===== src/rtl/multi_channel_fader.sv =====
// multi_channel_fader
//   N-channel brightness fader with integrated PWM. Each channel keeps a
//   duty register (0..FULL, FULL = 2**DUTY_RES) that steps once per fade
//   tick in ramp-down, ramp-up, triangle or hold mode. Channels start
//   phase-offset (FULL - k*(FULL/N_CH)) so three channels sweep a rainbow.
//   Single clock domain; the fade tick and PWM prescale are enables only.
//
// Ports
//   clk      clock
//   rst      asynchronous active-high reset
//   en       fade enable; low freezes tick counter and duties (PWM runs)
//   restart  synchronous reload of the reset duty/dir values
//   mode     0 ramp-down, 1 ramp-up, 2 triangle, 3 hold
//   step     duty change per tick
//   led      registered PWM outputs, one per channel
//   wrap     one-cycle per-channel wrap/turn pulse
//   duty     flattened duty registers, channel k at [k*(DUTY_RES+1) +: DUTY_RES+1]
module multi_channel_fader #(
   parameter int unsigned N_CH     = 3,
   parameter int unsigned DUTY_RES = 8,
   parameter int unsigned TICK_MAX = 2500000,
   parameter int unsigned PWM_DVSR = 4883
) (
   input  logic                           clk,
   input  logic                           rst,
   input  logic                           en,
   input  logic                           restart,
   input  logic [1:0]                     mode,
   input  logic [DUTY_RES-1:0]            step,
   output logic [N_CH-1:0]                led,
   output logic [N_CH-1:0]                wrap,
   output logic [N_CH*(DUTY_RES+1)-1:0]   duty
);

   localparam int unsigned DW   = DUTY_RES + 1;
   localparam int unsigned FULL = 2 ** DUTY_RES;
   localparam int unsigned TW   = $clog2(TICK_MAX);
   localparam int unsigned PW   = (PWM_DVSR > 1) ? $clog2(PWM_DVSR) : 1;
   localparam logic [DW-1:0] FULL_D = DW'(FULL);

   typedef enum logic [1:0] {
      RAMP_DOWN = 2'd0,
      RAMP_UP   = 2'd1,
      TRIANGLE  = 2'd2,
      HOLD      = 2'd3
   } mode_t;

   function automatic logic [DW-1:0] init_duty(input int unsigned k);
      return DW'(FULL - k * (FULL / N_CH));
   endfunction

   mode_t               mode_s;
   logic [TW-1:0]       tick_cnt;
   logic                tick;
   logic [PW-1:0]       pre;
   logic                pre_wrap;
   logic [DUTY_RES-1:0] pwm_cnt;
   logic [DW-1:0]       step_d;
   logic [DW-1:0]       d      [N_CH];
   logic [DW-1:0]       d_next [N_CH];
   logic [N_CH-1:0]     dir;
   logic [N_CH-1:0]     dir_next;
   logic [N_CH-1:0]     wrap_next;

   assign mode_s   = mode_t'(mode);
   assign step_d   = {1'b0, step};
   assign tick     = en && (tick_cnt == TW'(TICK_MAX - 1));
   assign pre_wrap = (pre == PW'(PWM_DVSR - 1));

   // PWM time base: cleared only by rst so restart does not glitch the PWM phase.
   always_ff @(posedge clk or posedge rst) begin
      if (rst) begin
         pre     <= '0;
         pwm_cnt <= '0;
      end else if (pre_wrap) begin
         pre     <= '0;
         pwm_cnt <= pwm_cnt + DUTY_RES'(1);
      end else begin
         pre     <= pre + PW'(1);
      end
   end

   // Per-channel step rules. With step = 0 the duty never moves, but the
   // ramp endpoints still report a wrap.
   always_comb begin
      for (int unsigned k = 0; k < N_CH; k++) begin
         d_next[k]    = d[k];
         dir_next[k]  = dir[k];
         wrap_next[k] = 1'b0;
         if (tick) begin
            case (mode_s)
               RAMP_DOWN: begin
                  if (d[k] == '0) begin
                     wrap_next[k] = 1'b1;
                     if (step_d != '0) d_next[k] = FULL_D;
                  end else if (d[k] < step_d) begin
                     d_next[k] = '0;
                  end else begin
                     d_next[k] = d[k] - step_d;
                  end
               end
               RAMP_UP: begin
                  if (d[k] == FULL_D) begin
                     wrap_next[k] = 1'b1;
                     if (step_d != '0) d_next[k] = '0;
                  end else if ((FULL_D - d[k]) < step_d) begin
                     d_next[k] = FULL_D;
                  end else begin
                     d_next[k] = d[k] + step_d;
                  end
               end
               TRIANGLE: begin
                  if (step_d != '0) begin
                     if (!dir[k]) begin
                        if (d[k] <= step_d) begin
                           d_next[k]    = '0;
                           dir_next[k]  = 1'b1;
                           wrap_next[k] = 1'b1;
                        end else begin
                           d_next[k] = d[k] - step_d;
                        end
                     end else begin
                        if ((FULL_D - d[k]) <= step_d) begin
                           d_next[k]   = FULL_D;
                           dir_next[k] = 1'b0;
                        end else begin
                           d_next[k] = d[k] + step_d;
                        end
                     end
                  end
               end
               default: ;
            endcase
         end
      end
   end

   always_ff @(posedge clk or posedge rst) begin
      if (rst) begin
         tick_cnt <= '0;
         dir      <= '0;
         wrap     <= '0;
         led      <= '0;
         for (int unsigned k = 0; k < N_CH; k++) d[k] <= init_duty(k);
      end else if (restart) begin
         tick_cnt <= '0;
         dir      <= '0;
         wrap     <= '0;
         led      <= '0;
         for (int unsigned k = 0; k < N_CH; k++) d[k] <= init_duty(k);
      end else begin
         if (en) tick_cnt <= tick ? '0 : tick_cnt + TW'(1);
         dir  <= dir_next;
         wrap <= wrap_next;
         for (int unsigned k = 0; k < N_CH; k++) begin
            d[k]   <= d_next[k];
            led[k] <= (d[k] > {1'b0, pwm_cnt});
         end
      end
   end

   always_comb begin
      duty = '0;
      for (int unsigned k = 0; k < N_CH; k++) duty[k*DW +: DW] = d[k];
   end

endmodule


===== config.mk =====
export PLATFORM = sky130hd
export DESIGN_NAME = multi_channel_fader
export DESIGN_NICKNAME = d
export VERILOG_FILES = /design/src/rtl/multi_channel_fader.sv
export SDC_FILE = /design/constraint.sdc
export NUM_CORES = 1
export LEC_CHECK = 0
export BUFFER_PORTS_ARGS = -buffer_cell sky130_fd_sc_hd__buf_2
export CAP_MARGIN = 20
export CORE_MARGIN = 3
export CORE_UTILIZATION = 30
export CTS_CLUSTER_DIAMETER = 120
export DETAILED_ROUTE_END_ITERATION = 16
export PLACE_DENSITY = 0.51
export SLEW_MARGIN = 20
export SYNTH_ARGS = -nofsm -noshare
export SYNTH_HDL_FRONTEND = slang
export SYNTH_SLANG_ARGS = --single-unit

===== constraint.sdc =====
create_clock -name clk -period 3.3 [get_ports clk]
set_clock_uncertainty 0.15 [all_clocks]
set_input_delay 0 -clock clk [delete_from_list [all_inputs] [get_ports clk]]
set_output_delay 0 -clock clk [all_outputs]
set_load 0.03 [all_outputs]

==> results.tsv, run 1 <==
metric	value	unit
status	complete, no violations	
Reg2Reg Setup Slack	60	ps
FF+latch count, synth	79	
clock tree root buffer cell	clkbuf_16	
most frequent cells after synthesis	ha_1 (110), nor2_1 (90), dfrtp_1 (69), nand2_1 (66), a21oi_1 (63)	
part of the power in registers	32.0	%
Post-Route WL	26730	microns
Hold Startpoint	mode[1]	
Worst-Skew Late Latency	350	ps
MaxCap Viol Count	0	
FF-to-FF path depth	12	
routability cong.	0.8973	
reg-to-reg endpoint	duty[4]	
Worst EP required	3400	ps
Clk pwr share	30.1	%
Hold WS	54.61	ps
Crit Path Max Fanout	12	
1st-iter DRT viols	546	
yosys warns	0	
filler instances	2746	
CP Buf/Inv Count	2	
hold endpoint	wrap[1]	
CP peak stage delay	570	ps
Routed Antenna Nets	0	
gate count of the mapped netlist	954	
CTS Buffer Depth	2	
Max IR drop VDD	0.2181	mV
CP delay by family, top	simple AND/OR/NAND/NOR gates	
CTS buffer count	9	
CP max stage cell	or4_4	
FF-to-FF Start	duty[4]	
FF/Latch Area	1996	sq um
Initial Utilization	30.79	%
critical path type	reg -> reg	
first-pass GRT wire length	41520	microns
core footprint	26280	sq um
Gate power share	37.9	%
Sw Share	38.87	%
die area	28980	sq um
synthesized area	8092	sq um
crit path launch type	flop	
largest net degree at the start of global routing	50	
post-synth top area cell	dfrtp_1	
endpoints failing setup	0	
Hold Crit Class	in -> reg	
vias	7668	
Worst-Margin Slew	925.5	ps
DIE WIDTH	170.2	microns
global-route usage over all layers	18.28	%
vias per std cell	5.505	
Most used DFF post-synth	dfrtp_1	
crit-path cells	or4_4 -> buf_4 -> nor2_2 -> xnor2_1 -> ha_1 -> nand4_1 -> nor3_2 -> o21ai_1 -> o211a_1 -> buf_12 -> a211o_1 -> a32o_1	
unrepaired setup endpoints after global routing	true	
Seq/Total Area, Yosys	24.59	%
clock period minus worst slack	3236	ps
placed cells	1367	
placed cell area	9087	sq um
Rows	59	
Synth cell types	100	
Ant. Diodes	0	
Post-synth EDFFs	0	
TritonCTS clock tree	built	
area share of the largest cell type after synthesis	21.34	%
Worst slew margin	38.23	%
ys async rst share	100.0	%
max-slew violations	0	
syn_nets	1084	
total clock sinks	79	
Arr. time, crit path	3330	ps
post-route setup slack	63.75	ps
hold path depth	5	
Fin Setup TNS	0	ps
Tcrit/Tclk final	98.07	%
footprint of the multi-input gates	5926	sq um
final hold vios	0	
DR WL/cell	19.19	microns
FMAX	309.0	MHz
dominant cells by area after synthesis	dfrtp_1 (21%), ha_1 (17%), nor2_1 (4.2%), a21oi_1 (3.9%), xnor2_1 (3.8%)	
DRC Markers	0	
P_leak	0.004342	uW
I/O Buffers	46	
H-tree depth	3	
power density cells	351.2	nW/um^2
router iterations before antenna repair	5	
final cell count without fillers	1393	
CP Capture Type	flop	
num ports	47	
Layout Nets	1183	
Pint	2072	uW
layout cell share with drive strength beyond 1	20.42	%
hpwl dp	20200	microns
pre-CTS setup slack	-60.25	ps
Die H	170.2	microns
mean area per synthesized cell	8.482	sq um
initial antenna violation count	0	
post-route cell area	9651	sq um
count leader, synth	ha_1	
clock-pin slew on the worst setup and hold paths	70	ps
Layout Area Growth over Synthesis	19.27	%
net switching power figure	1317	uW
GRT overflow	0	
vias in the first global route	7245	
-- cell usage in the layout, fill, tap and decap left out, drive strengths merged, types with 11 or more instances in the layout --
cell    netlist  routed
ha          110     110
nor4         12      12
inv          61      64
o21ai        58      58
nand3        25      25
a221oi       13      13
nand2        66      66
buf          16     112
nand4        23      23
or3          19      19
xor2         20      20
nand2b       19      19
a21o         12      12
and3         13      13
nor2b        13      13
dfrtp        69      69
a22o         11      11
nor2         91      91
nor3         26      26
a21oi        65      65
xnor2        35      35
-- worst min-delay path, stage by stage --
cell and delay (ps):
buf_2 120, ha_1 150, nor2_1 40, nand2_1 120, nor2_1 70
-- what timing repair did --
item                                    in CTS  in global routing
gates resized for setup                     10                 37
pin swaps                                    6                 22
hold endpoints to repair                    49                  0
endpoints found under the setup margin       8                 22
buffers inserted                             3                  5
hold buffers                                 2                  0
-- per-stage QoR --
stage          total power (uW)  util (%)
6_report                   3389     36.72
5_1_grt                    3605     36.72
4_1_cts                    3377     36.02
3_5_place_dp               2316     34.58
3_3_place_gp               2309     34.58
2_1_floorplan              1946         -
-- worst max path at each step --
stage | from | to | slack [ps] | cells after the start
6_report | duty[4] | duty[4] | 60 | 12
5_1_grt | duty[10] | duty[11] | -60 | 14
4_1_cts | duty[9] | duty[16] | -30 | 14
3_5_place_dp | duty[13] | duty[15] | -60 | 10
3_3_place_gp | duty[13] | duty[13] | 3 | 9
2_1_floorplan | duty[13] | duty[13] | 0.3 | 10
-- registers in the layout, indices dropped and copies added (netlist names) --
register and flops:
pre 13, duty 27, wrap 3, led 3, dir 3, pwm_cnt 8, tick_cnt 22
-- power groups by stage --
stage | Sequential, uW | Clock (uW) | Combinational, uW
after detailed placement | 1100 | 0 | 1210
after floorplan | 1160 | 0 | 785
after CTS | 1080 | 1060 | 1230
after global placement | 1100 | 0 | 1210
after global routing | 1090 | 1100 | 1420
final | 1080 | 1020 | 1280
-- routing by layer --
layer  vias up  GRT usage (%)  routed length, microns
met2       202          30.06                   12370
met3        38          2.695                    1238
li1       3741              -                       -
met5         -              0                       0
met4         0          5.220                     707
met1      3687          25.00                   12410
-- cell families (layout without fill, tap and decap cells) --
family	Yosys count	in the layout	share of synthesized area (%)
compound gates	256	256	22.21
xor+xnor	55	55	5.953
fa+ha+maj	116	116	18.49
buf+inv	88	192	4.592
flops	79	79	24.59
mux	4	4	0.5257
simple gates	356	356	23.64
-- area by class of cell --
type	instances	area share [%]
multi-input combinational	787	61.40
sequential	79	20.68
timing repair buffer	114	8.142
tap	335	4.343
clock buffer	10	2.476
inverter	62	2.424
clock inverter	6	0.5316
Power figures use the tool's default switching activity.
==> run 2: changes to the inputs <==
Settings changed: CORE_ASPECT_RATIO set to 0.75.
==> run 2 against run 1 <==
Net effect:
- critical path depth up 1
- clock power up 4%
- critical path type unchanged
- cell area down 0.16%
- critical endpoint is now duty[13]
- count of clock-buffer cells in the layout unchanged
- final cell count up 0.79%
- non-clock buffer count up 2
- register-to-register slack about the same
- via count up 1.0%
- wire length up 2.1%
- worst setup slack better by 0.64 ps
- first-iteration DRC count up 4.2%
==> results.tsv, run 2 (synthesis gave the netlist of run 1 again) <==
metric	value	unit	change
Fin Setup TNS	0	ps	unchanged
status	complete, no violations		
clock-pin slew on the worst setup and hold paths	60	ps	about the same
Arr. time, crit path	3320	ps	about the same
Post-Route WL	27280	microns	+2.1%
Layout Nets	1185		+0.17%
H-tree depth	3		unchanged
Final Core Density	36.74	%	about the same
Crit Path Max Fanout	5		-7
pre-CTS setup slack	-31.63	ps	+28.62 ps
core footprint	26230	sq um	-0.20%
die area	29000	sq um	about the same
CP max stage cell	or3b_4		
CTS buffer count	9		unchanged
P_leak	0.004324	uW	-0.42%
initial antenna violation count	2		+2
CP delay by family, top	simple AND/OR/NAND/NOR gates		
Tcrit/Tclk final	98.05	%	about the same
FMAX	309.1	MHz	about the same
Pint	2119	uW	+2.3%
Max Used Layer	met4		
global-route usage over all layers	18.77	%	+0.49 points
largest net degree at the start of global routing	80		+60%
Sw Share	38.30	%	-0.57 points
vias in the first global route	7288		+0.59%
max FFs per register	27		unchanged
unrepaired setup endpoints after global routing	true		
clock tree root buffer cell	clkbuf_16		
part of the power in registers	31.7	%	-0.3 points
clock period minus worst slack	3236	ps	-0.6395 ps
Hold Crit Class	in -> reg		
Worst EP required	3390	ps	about the same
hpwl dp	20780	microns	+2.9%
Routed Antenna Nets	0		unchanged
Ant. Diodes	0		unchanged
num ports	47		unchanged
met3 wire length	2181	microns	+76%
vias per std cell	5.516		+0.21%
Worst-Margin Slew	675.5	ps	-250.0 ps
Rows	51		-14%
most frequent cells in the layout	ha_1 (108), nor2_1 (90), nand2_1 (66), dfrtp_1 (64), a21oi_1 (63)		
layout cell share with drive strength beyond 1	19.25	%	-1.2 points
placed cells	1379		+0.88%
final hold vios	0		unchanged
final cell count without fillers	1404		+0.79%
power density cells	356.4	nW/um^2	+1.5%
total clock sinks	79		unchanged
crit-path cells	inv_2 -> ha_2 -> inv_1 -> or3_1 -> xor2_1 -> ha_1 -> and4_4 -> or3b_4 -> o2111ai_4 -> buf_6 -> or3_1 -> o211ai_1 -> a32o_1		
TritonCTS clock tree	built		
I/O Buffers	46		unchanged
DIE WIDTH	195.6	microns	+15%
DR WL/cell	19.43	microns	+1.3%
Max IR drop VDD	0.2210	mV	+1.3%
CTS Buffer Depth	2		unchanged
most common cell after layout, fill and taps aside	ha_1		
MaxCap Viol Count	0		unchanged
Die H	148.2	microns	-13%
CP Capture Type	flop		
Worst-Skew Late Latency	350	ps	about the same
critical path type	reg -> reg		
vias	7745		+1.0%
GRT overflow	0		unchanged
CP peak stage delay	400	ps	-170 ps
post-route setup slack	64.39	ps	+0.6395 ps
1st-iter DRT viols	569		+4.2%
Layout Area Growth over Synthesis	19.08	%	
DRC Markers	0		unchanged
crit path launch type	flop		
WL met2	11110	microns	-10%
Hold WS	101.4	ps	+46.84 ps
routability cong.	0.8889		-0.94%
max-slew violations	0		unchanged
Initial Utilization	30.85	%	+0.063 points
Clk pwr share	30.8	%	+0.7 points
net switching power figure	1315	uW	-0.16%
Gate power share	37.5	%	-0.4 points
wl on met1	13600	microns	+9.5%
router iterations before antenna repair	5		unchanged
first-pass GRT wire length	42710	microns	+2.9%
Worst slew margin	54.97	%	+17 points
CP Buf/Inv Count	3		+1
most used cell, CP	or3_1		
endpoints failing setup	0		unchanged
-- run 2: cell types whose count changed in the layout (fill, tap and decap cells not counted), sizes merged --
cell / delta
bufinv: +1
clkinvlp: +2
dlygate4sd3: +2
inv: -3
-- run 2: layout make-up --
| class | count | area (sq um) |
|---|---|---|
| multi-input cells | 787 | 5864 |
| clock inverters | 6 | 71.32 |
| well taps | 344 | 430.4 |
| flip-flops and latches | 79 | 1996 |
| repair buffers | 116 | 810.8 |
| inverters | 62 | 234.0 |
| fillers | 2656 | 16590 |
| clock buffers | 10 | 229.0 |
-- run 2: path summary, 6_finish.rpt --
path                       startpoint    endpoint  slack, ps  cells past startpoint
max                          duty[10]    duty[13]         60                     13
min                           restart      dir[1]        100                      2
max reg2reg                  duty[10]    duty[13]         60                     13
min reg2reg                pwm_cnt[7]  pwm_cnt[7]        320                      1
max in group asynchronous         rst    duty[14]       2480                      4
min in group asynchronous         rst     wrap[2]        130                      4
-- run 2: routing by layer --
metal,vias to the layer above,track usage (%)
met5,-,0
met4,0,4.097
met2,273,26.67
met3,26,4.099
li1,3745,-
met1,3701,28.81
-- run 2: power groups by stage --
stage | combinational [uW] | sequential, uW | clock, uW
2_1_floorplan | 785 | 1160 | 0
3_3_place_gp | 1240 | 1100 | 0
3_5_place_dp | 1230 | 1100 | 0
4_1_cts | 1240 | 1080 | 1090
5_1_grt | 1420 | 1100 | 1120
6_report | 1290 | 1090 | 1060
-- run 2: metrics by stage --
stage,total power [uW],instance area [sq um]
floorplan,1946,8115
global placement,2339,9134
detailed placement,2333,9134
CTS,3411,9483
global route,3636,9635
finish,3434,9635
-- run 2: what timing repair did --
| action | CTS | global route |
|---|---|---|
| setup endpoints to repair | 6 | 22 |
| buffers inserted | 0 | 5 |
| hold buffers | 4 | 0 |
| endpoints found under the hold margin | 88 | 0 |
| pin swaps | 1 | 10 |
| gates resized for setup | 2 | 26 |
==> run 3: changes to the inputs <==
Settings changed: CTS_BUF_LIST set to sky130_fd_sc_hd__clkbuf_8.
==> run 3 against run 2 <==
Net effect:
- worst hold slack lost 34 ps
- register-to-register slack is essentially flat
- non-clock buffer count unchanged
- fmax is 0.41% higher
- critical path depth fell by 1
- combinational power hardly changed
- global-route usage hardly changed
- wire length hardly changed
- utilization decreased by 0.17 points
- die area unchanged
- final cell count did not move
- largest power group unchanged
==> results.tsv, run 3 (synthesis gave the netlist of run 1 again) <==
metric	value	unit	change
P_leak	0.004306	uW	-0.41%
clock period minus worst slack	3222	ps	-13.17 ps
Layout Area Growth over Synthesis	18.52	%	
die area	29000	sq um	unchanged
first-pass GRT wire length	42540	microns	-0.41%
Worst-Margin Slew	762.9	ps	+87.44 ps
vias in the first global route	7249		-0.54%
Routed Antenna Nets	0		unchanged
DRC Markers	0		unchanged
layout cell share with drive strength beyond 1	19.81	%	+0.57 points
Worst EP required	3430	ps	+40 ps
router iterations before antenna repair	5		unchanged
vias per std cell	5.517		about the same
most common cell after layout, fill and taps aside	ha_1		
unrepaired setup endpoints after global routing	true		
DR WL/cell	19.44	microns	about the same
post-route cell area	9590	sq um	-0.47%
CP Capture Type	flop		
final cell count without fillers	1404		unchanged
Layout Nets	1185		unchanged
MaxCap Viol Count	0		unchanged
FMAX	310.3	MHz	+0.41%
total clock sinks	79		unchanged
Die H	148.2	microns	unchanged
core footprint	26230	sq um	unchanged
hpwl dp	20780	microns	unchanged
status	complete, no violations		
final hold vios	0		unchanged
vias	7746		+0.013%
clock tree root buffer cell	clkbuf_8		
filler instances	2666		+0.38%
placed cells	1379		unchanged
CTS Buffer Depth	2		unchanged
initial antenna violation count	1		-1
crit path launch type	flop		
critical path type	reg -> reg		
TritonCTS clock tree	built		
num ports	47		unchanged
CTS buffer count	9		unchanged
largest net degree at the start of global routing	80		unchanged
Rows	51		unchanged
max-slew violations	0		unchanged
Arr. time, crit path	3350	ps	+30 ps
Ant. Diodes	0		unchanged
most frequent cells in the layout	ha_1 (107), nor2_1 (90), nand2_1 (65), dfrtp_1 (64), a21oi_1 (62)		
Worst slew margin	48.95	%	-6.0 points
Hold Crit Class	in -> reg		
routability cong.	0.8889		unchanged
pre-CTS setup slack	-31.63	ps	unchanged
clock-pin slew on the worst setup and hold paths	90	ps	+30 ps
1st-iter DRT viols	623		+9.5%
max FFs per register	27		unchanged
GRT overflow	0		unchanged
placed cell area	9134	sq um	unchanged
Worst-Skew Late Latency	390	ps	+40 ps
H-tree depth	3		unchanged
Post-Route WL	27290	microns	about the same
Tcrit/Tclk final	97.65	%	-0.40 points
Initial Utilization	30.85	%	unchanged
global-route usage over all layers	18.74	%	-0.028 points
DIE WIDTH	195.6	microns	unchanged
Max IR drop VDD	0.2056	mV	-6.9%
Crit Path Max Fanout	7		+2
I/O Buffers	46		unchanged
power density cells	330.7	nW/um^2	-7.2%
post-route setup slack	77.56	ps	+13.17 ps
endpoints failing setup	0		unchanged
[run 3: cell types whose count changed in the layout (fill, tap and decap cells not counted), sizes merged]
cell | before | now
inv | 61 | 62
buf | 112 | 111
[run 3: final timing paths]
path	startpoint	depth (start not counted)	to	slack, ps
max	duty[10]	12	duty[13]	80
min	restart	2	dir[0]	70
max reg2reg	duty[10]	12	duty[13]	80
min reg2reg	pwm_cnt[7]	1	pwm_cnt[7]	330
max in group asynchronous	rst	4	duty[14]	2530
min in group asynchronous	rst	4	pre[8]	90
[run 3: metrics by stage]
step	utilization [%]	power (uW)	setup TNS, ps	hold slack [ps]
2_1_floorplan	-	1946	0	87.94
3_3_place_gp	34.83	2339	0	-6.363
3_5_place_dp	34.83	2333	-90.72	-12.35
4_1_cts	35.77	3141	0	49.76
5_1_grt	36.57	3380	-285.3	77.69
6_report	36.57	3171	0	67.11
[run 3: layer usage]
metal | up-vias | global-route usage [%] | wire [microns]
met1 | 3735 | 29.04 | 13750
met3 | 16 | 3.918 | 2043
li1 | 3741 | - | -
met4 | 0 | 3.456 | 259
met2 | 254 | 26.74 | 11240
met5 | - | 0 | 0
[run 3: final cells by class]
class                           instances  area (sq um)  area share [%]
Clock buffer                            9         123.9           1.292
Clock inverter                          7         75.07          0.7828
Inverter                               62         234.0           2.440
Multi-Input combinational cell        787          5907           61.59
Sequential cell                        79          1996           20.81
Tap cell                              344         430.4           4.488
Timing Repair Buffer                  116         824.5           8.598
[run 3: repair_timing]
item / CTS / global route
resized for setup: 2 / 35
endpoints found under the hold margin: 88 / 0
hold buffers: 4 / 0
cloned: 0 / 1
pin swaps: 1 / 16
endpoints found under the setup margin: 7 / 22
setup buffers: 0 / 4
[run 3: worst max-delay path, cell delays in order (launching register included)]
cell	delay [ps]
dfstp_2	380
inv_1	90
ha_2	200
inv_1	60
or3_1	320
xor2_1	150
ha_1	310
and4_4	230
or3b_4	400
o2111ai_4	330
buf_4	170
o211ai_1	80
a32o_1	260
[run 3: power breakdown]
part | internal, uW | leakage, uW | switching (uW) | total, uW
logic | 513 | 0.00318 | 784 | 1300
clock network | 353 | 0.0000972 | 433 | 785
registers | 1020 | 0.00103 | 72.7 | 1090
total | 1880 | 0.00431 | 1290 | 3170
